<file path="config.mk">
export PLATFORM = sky130hd
export DESIGN_NAME = ps2_host_tx
export DESIGN_NICKNAME = d
export VERILOG_FILES = /design/src/rtl/ps2_host_tx.sv
export SDC_FILE = /design/constraint.sdc
export NUM_CORES = 1
export LEC_CHECK = 0
export ABC_CLOCK_PERIOD_IN_PS = 2400
export BUFFER_PORTS_ARGS = -buffer_cell sky130_fd_sc_hd__buf_2
export CORE_MARGIN = 2
export CORE_UTILIZATION = 50
export CTS_CLUSTER_DIAMETER = 100
export CTS_CLUSTER_SIZE = 40
export DETAILED_ROUTE_END_ITERATION = 8
export PLACE_DENSITY = 0.71
export SLEW_MARGIN = 10
export SYNTH_ARGS = -nofsm -noshare
export SYNTH_HDL_FRONTEND = slang
export SYNTH_SLANG_ARGS = --single-unit
</file>
<file path="constraint.sdc">
create_clock -name clk -period 2.4 [get_ports clk]
set_input_delay 0 -clock clk [delete_from_list [all_inputs] [get_ports clk]]
set_output_delay 0 -clock clk [all_outputs]
set_load 0.01 [all_outputs]
</file>
<file path="src/rtl/ps2_host_tx.sv">
// PS/2 host-to-device transmitter: request-to-send, frame shifted out on the device clock,
// acknowledge check. Only the open-drain enables are driven here; the pads live at top level.

module ps2_host_tx #(
    parameter int INHIBIT_CYCLES       = 6000,
    parameter int START_TIMEOUT_CYCLES = 750000,
    parameter int BIT_TIMEOUT_CYCLES   = 100000
) (
    input  logic       clk,
    input  logic       reset_n,
    input  logic [7:0] cmd_data,
    input  logic       cmd_valid,
    output logic       cmd_ready,
    input  logic       ps2_clk_in,
    input  logic       ps2_data_in,
    output logic       ps2_clk_oe,
    output logic       ps2_data_oe,
    output logic       busy,
    output logic       tx_done,
    output logic       tx_error
);

    localparam int MAX_AB  = (INHIBIT_CYCLES > START_TIMEOUT_CYCLES) ? INHIBIT_CYCLES : START_TIMEOUT_CYCLES;
    localparam int MAX_ALL = (MAX_AB > BIT_TIMEOUT_CYCLES) ? MAX_AB : BIT_TIMEOUT_CYCLES;
    localparam int CNT_W   = $clog2(MAX_ALL + 1);

    localparam logic [CNT_W-1:0] INH_LAST   = CNT_W'(INHIBIT_CYCLES - 1);
    localparam logic [CNT_W-1:0] START_LAST = CNT_W'(START_TIMEOUT_CYCLES - 1);
    localparam logic [CNT_W-1:0] BIT_LAST   = CNT_W'(BIT_TIMEOUT_CYCLES - 1);

    typedef enum logic [2:0] {
        S_IDLE,
        S_INHIBIT,
        S_REQUEST,
        S_SHIFT,
        S_ACK,
        S_WAIT_IDLE,
        S_DONE,
        S_ERR
    } state_t;

    state_t           r_state, w_state_nxt;
    logic [CNT_W-1:0] r_cnt, w_cnt_nxt, w_cnt_inc;
    logic [3:0]       r_bitcnt, w_bitcnt_nxt;
    logic [8:0]       r_frame;
    logic             r_clk_meta, r_clk_sync, r_clk_prev;
    logic             r_data_meta, r_data_sync;
    logic             w_fall, w_accept;

    // NOTE: non-blocking assignments make each flop sample the previous stage's old value.
    always_ff @(posedge clk) begin
        if (!reset_n) begin
            r_clk_meta  <= 1'b1;
            r_clk_sync  <= 1'b1;
            r_clk_prev  <= 1'b1;
            r_data_meta <= 1'b1;
            r_data_sync <= 1'b1;
        end else begin
            r_clk_meta  <= ps2_clk_in;
            r_clk_sync  <= r_clk_meta;
            r_clk_prev  <= r_clk_sync;
            r_data_meta <= ps2_data_in;
            r_data_sync <= r_data_meta;
        end
    end

    assign w_fall    = r_clk_prev & ~r_clk_sync;
    assign w_accept  = cmd_valid && (r_state == S_IDLE);
    assign w_cnt_inc = (r_cnt == {CNT_W{1'b1}}) ? r_cnt : r_cnt + CNT_W'(1);

    always_ff @(posedge clk) begin
        if (!reset_n) begin
            r_state  <= S_IDLE;
            r_cnt    <= '0;
            r_bitcnt <= '0;
        end else begin
            r_state  <= w_state_nxt;
            r_cnt    <= w_cnt_nxt;
            r_bitcnt <= w_bitcnt_nxt;
        end
    end

    // NOTE: no reset on the frame register; it is loaded on every accepted command before use.
    always_ff @(posedge clk) begin
        if (w_accept) begin
            r_frame <= {~^cmd_data, cmd_data};
        end else if (r_state == S_SHIFT && w_fall) begin
            r_frame <= {1'b1, r_frame[8:1]};
        end
    end

    // NOTE: every output of this block gets a default first, so no path can infer a latch.
    always_comb begin
        w_state_nxt  = r_state;
        w_bitcnt_nxt = r_bitcnt;
        w_cnt_nxt    = w_cnt_inc;
        unique case (r_state)
            S_IDLE: begin
                w_cnt_nxt    = '0;
                w_bitcnt_nxt = '0;
                if (cmd_valid) w_state_nxt = S_INHIBIT;
            end
            S_INHIBIT: begin
                if (r_cnt == INH_LAST) begin
                    w_state_nxt = S_REQUEST;
                    w_cnt_nxt   = '0;
                end
            end
            // A fall restarts the window at 1: the fall cycle itself is the first elapsed cycle.
            S_REQUEST: begin
                if (w_fall) begin
                    w_state_nxt  = S_SHIFT;
                    w_bitcnt_nxt = 4'd1;
                    w_cnt_nxt    = CNT_W'(1);
                end else if (r_cnt == START_LAST) begin
                    w_state_nxt = S_ERR;
                end
            end
            S_SHIFT: begin
                if (w_fall) begin
                    w_bitcnt_nxt = r_bitcnt + 4'd1;
                    w_cnt_nxt    = CNT_W'(1);
                    if (r_bitcnt == 4'd9) w_state_nxt = S_ACK;
                end else if (r_cnt == BIT_LAST) begin
                    w_state_nxt = S_ERR;
                end
            end
            S_ACK: begin
                if (w_fall) begin
                    w_cnt_nxt   = CNT_W'(1);
                    w_state_nxt = r_data_sync ? S_ERR : S_WAIT_IDLE;
                end else if (r_cnt == BIT_LAST) begin
                    w_state_nxt = S_ERR;
                end
            end
            S_WAIT_IDLE: begin
                if (r_clk_sync && r_data_sync) begin
                    w_state_nxt = S_DONE;
                end else if (r_cnt == BIT_LAST) begin
                    w_state_nxt = S_ERR;
                end
            end
            S_DONE:  w_state_nxt = S_IDLE;
            S_ERR:   w_state_nxt = S_IDLE;
            default: w_state_nxt = S_IDLE;
        endcase
    end

    // The start bit goes out in the last inhibit cycle; ACK onwards leaves data released (stop bit).
    always_comb begin
        ps2_data_oe = 1'b0;
        unique case (r_state)
            S_INHIBIT: ps2_data_oe = (r_cnt == INH_LAST);
            S_REQUEST: ps2_data_oe = 1'b1;
            S_SHIFT:   ps2_data_oe = ~r_frame[0];
            default:   ps2_data_oe = 1'b0;
        endcase
    end

    assign ps2_clk_oe = (r_state == S_INHIBIT);
    assign cmd_ready  = (r_state == S_IDLE);
    assign busy       = (r_state != S_IDLE);
    assign tx_done    = (r_state == S_DONE);
    assign tx_error   = (r_state == S_ERR);

endmodule

</file>
==> qor.txt <==
Status = finished, final reports clean
CP Buf/Inv Count = 1
RSZ-0062 raised after global routing = false
Syn. warnings = 0
M3 GR Usage = 4.36%
Post-CTS setup repair buffer count = 0
Crit path max fanout = 12
Final setup violation count = 0
Hold Violations, Final = 0
CTS max path bufs = 2
Worst slew margin = 62.3%
Share of cells above drive strength 1 = 20.4%
Post-synth ARST share = 0%
R2R cell count = 6
Part of the power in registers = 39.1%
Post-DRT Antenna Nets = 0
Crit path to = r_cnt[7]
N_diodes = 0
Number of max-cap violations = 0
Net count, final = 300
Clock H-tree levels = 2
DRT iter0 DRCs = 196
Cells after synthesis = 254
# fillers = 393
Die area = 5130 um2
Startpoint Class = flip-flop
Crit path DAT = 2.39 ns
Number of synthesized flops with an enable pin = 9
Clock power frac = 26.1%
Number of global-route vias before repair = 1,817
Overall die width = 71.7 um
Cell breakdown of the critical path = or4b_1 > or4_4 > o21a_4 > o211ai_4 > buf_4 > nor3_1
Worst setup startpoint = r_cnt[10]
Post-Syn Area per Cell = 9.01 um2
Dpl hpwl = 3430 um
CP delay by family, top = simple AND/OR/NAND/NOR gates
Leakage dissipation = 0.909 nW
Int Power = 1.48 mW
Largest net degree at the start of global routing = 19
I/O Buffers = 18
Hold Path Origin = reset_n
NetSw = 0.667 mW
Synth-to-layout area growth = 13.9%
Wire length per cell = 14.0 um
Hold buffer count at cts = 2
Clock latency on the worst-skew pair = 0.29 ns
First-pass GRT wire length = 8450 um
Initial antenna violation count = 0
Clk Tree Root Cell = clkbuf_8
Critical Path End Type = flip-flop
RR Endpoint = r_cnt[7]
DRC violations left = 0
Crit share post-route = 92.2%
Count of clock tree sinks = 41
Pwr Density = 824 nW/um2
Syn_nets = 270
Cells after DPL = 327
Met1 GRT Util = 29.1%
Clock transition at path regs = 0.08 ns
Main synth FF type = dfxtp_1
Sequential element share of the synthesized area = 39.8%
Initial Util = 52.2%
CORE AREA = 4380 um2
Clock skew = 0.00584 ns
Tot Pwr = 2.15 mW
Post-CTS resize count = 0
All-layer global routing usage = 20.8%
Comb pwr share = 34.8%
Slowest cell on crit path = or4_4
Slew @ Worst Pin = 0.561 ns
Layout Cells excl Fill = 337
CP required = 2.57 ns
Mapped Area = 2290 um2
Pre-antenna DRT Iters = 4
Setup TNS = 0 ns
Chip height = 71.7 um
Reg2Reg Setup Slack = 0.19 ns
Net Sw Frac = 31.0%
Via count = 1,908
Gr busiest metal = met2
FP Rows = 24
Via/cell ratio = 5.66
Met2 track demand over resource = 32.1%
Crit Path Class = reg -> reg
Final Max Tran Viols = 0
Total wire length = 4710 um
Gpl congestion = 0.877
Yosys cell types = 50
I/O pin count = 19
WHS = 0.0246 ns
Stages on worst setup path = 6
Period minus WS final = 2.21 ns
Fmax = 0.452 GHz
Number of synthesized register bits = 41
GRT Residual Overflow = 0
CTS tree = yes
Reg2reg start = r_cnt[10]
IR drop worst, VDD = 0.000446 V
Hold Path Class = in -> reg
CTS Buf Count = 5
Worst path max stage delay = 0.55 ns
state kept, by name (all words and copies together), names as in the netlist:
signal and count:
r_clk_meta 1, r_clk_prev 1, r_bitcnt 4, r_clk_sync 1
r_cnt 20, r_data_sync 1, r_state 3, r_data_meta 1
r_frame 9
power by group through the flow:
stage	Clock (mW)	Combinational (mW)	Sequential (mW)
after floorplan	0	0.582	0.854
after global placement	0	0.740	0.852
after detailed placement	0	0.744	0.858
after CTS	0.581	0.750	0.841
after global routing	0.608	0.838	0.848
final	0.562	0.748	0.840
worst min-delay path by stage:
stage,end,slack (ns),depth (start not counted)
floorplan,r_clk_meta,0.10,1
global placement,r_clk_meta,0.18,2
detailed placement,r_clk_meta,0.19,2
CTS,r_data_meta,0.01,2
global route,r_data_meta,0.007,2
finish,r_clk_meta,0.02,2
routing by layer:
metal	part of all wire [%]	routed length (um)
met1	49	2320
met2	46	2170
met3	4.0	188
met4	0.62	29
met5	0	0
cell usage after synthesis (all sizes together), types with 2 or more instances:
cell    number  area [um2]
a21boi       2        15.0
a21oi       13        65.1
a31oi        5        31.3
and2         2        12.5
and4         3        26.3
buf          3        37.5
clkbuf       6        22.5
dfxtp       32         641
edfxtp       9         270
ha           3        37.5
inv          7        26.3
mux2         9         101
nand2       24        90.1
nand2b       8        50.1
nand3       11        55.1
nand3b       3        22.5
nand4        8        50.1
nor2        30         113
nor2b        5        31.3
nor3         6        30.0
nor3b        5        37.5
nor4         5        37.5
nor4bb       2        20.0
o21ai        4        20.0
o41ai        4        35.0
or2          4        25.0
or3          2        12.5
xnor2       19         166
area by class of cell:
cell class | instances | area (um2) | share of cell area (%)
Clock inverter | 1 | 30.0 | 1.15
Clock buffer | 7 | 86.3 | 3.31
Multi-Input combinational cell | 196 | 1280 | 49.1
Timing Repair Buffer | 33 | 208 | 7.97
Tap cell | 52 | 65.1 | 2.50
Inverter | 7 | 26.3 | 1.01
Sequential cell | 41 | 911 | 34.9
cell families (layout without fill, tap and decap cells):
group	Yosys count	count (layout)	synth area share (%)
xor gates and xnor gates	20	20	7.65
DFF	41	41	39.8
buffers and inverters	17	48	4.21
muxes	10	10	4.87
and+or+nand+nor	124	124	29.4
AOI/OAI and AO/OA	39	39	12.4
adders and majority gates	3	3	1.64
worst register-to-register path: cells and delay by family (launching register included):
family,cells,cell delay (ns)
AO/OA/AOI/OAI,2,0.38
buffers and inverters,1,0.21
AND/OR/NAND/NOR,3,1.11
flip-flops,1,0.41
per-stage QoR:
| step | instance area (um2) | worst slack, ns | utilization (%) |
|---|---|---|---|
| finish | 2610 | 0.187 | 59.5 |
| global route | 2610 | 0.0354 | 59.5 |
| CTS | 2610 | 0.159 | 59.5 |
| detailed placement | 2470 | 0.205 | 56.4 |
| global placement | 2470 | 0.243 | 56.4 |
| floorplan | 2290 | 0.202 | - |
cell usage in the layout (no fill, tap or decap), drive strengths merged, types with 7 or more instances in the layout:
| cell type | Yosys | routed |
|---|---|---|
| dfxtp | 32 | 32 |
| buf | 3 | 31 |
| nor2 | 30 | 30 |
| nand2 | 24 | 24 |
| xnor2 | 19 | 19 |
| a21oi | 13 | 13 |
| nand3 | 11 | 11 |
| mux2 | 9 | 9 |
| edfxtp | 9 | 9 |
| nand2b | 8 | 8 |
| nand4 | 8 | 8 |
| inv | 7 | 7 |
| clkbuf | 6 | 7 |
Note: power is estimated with default switching activity, not from simulation.
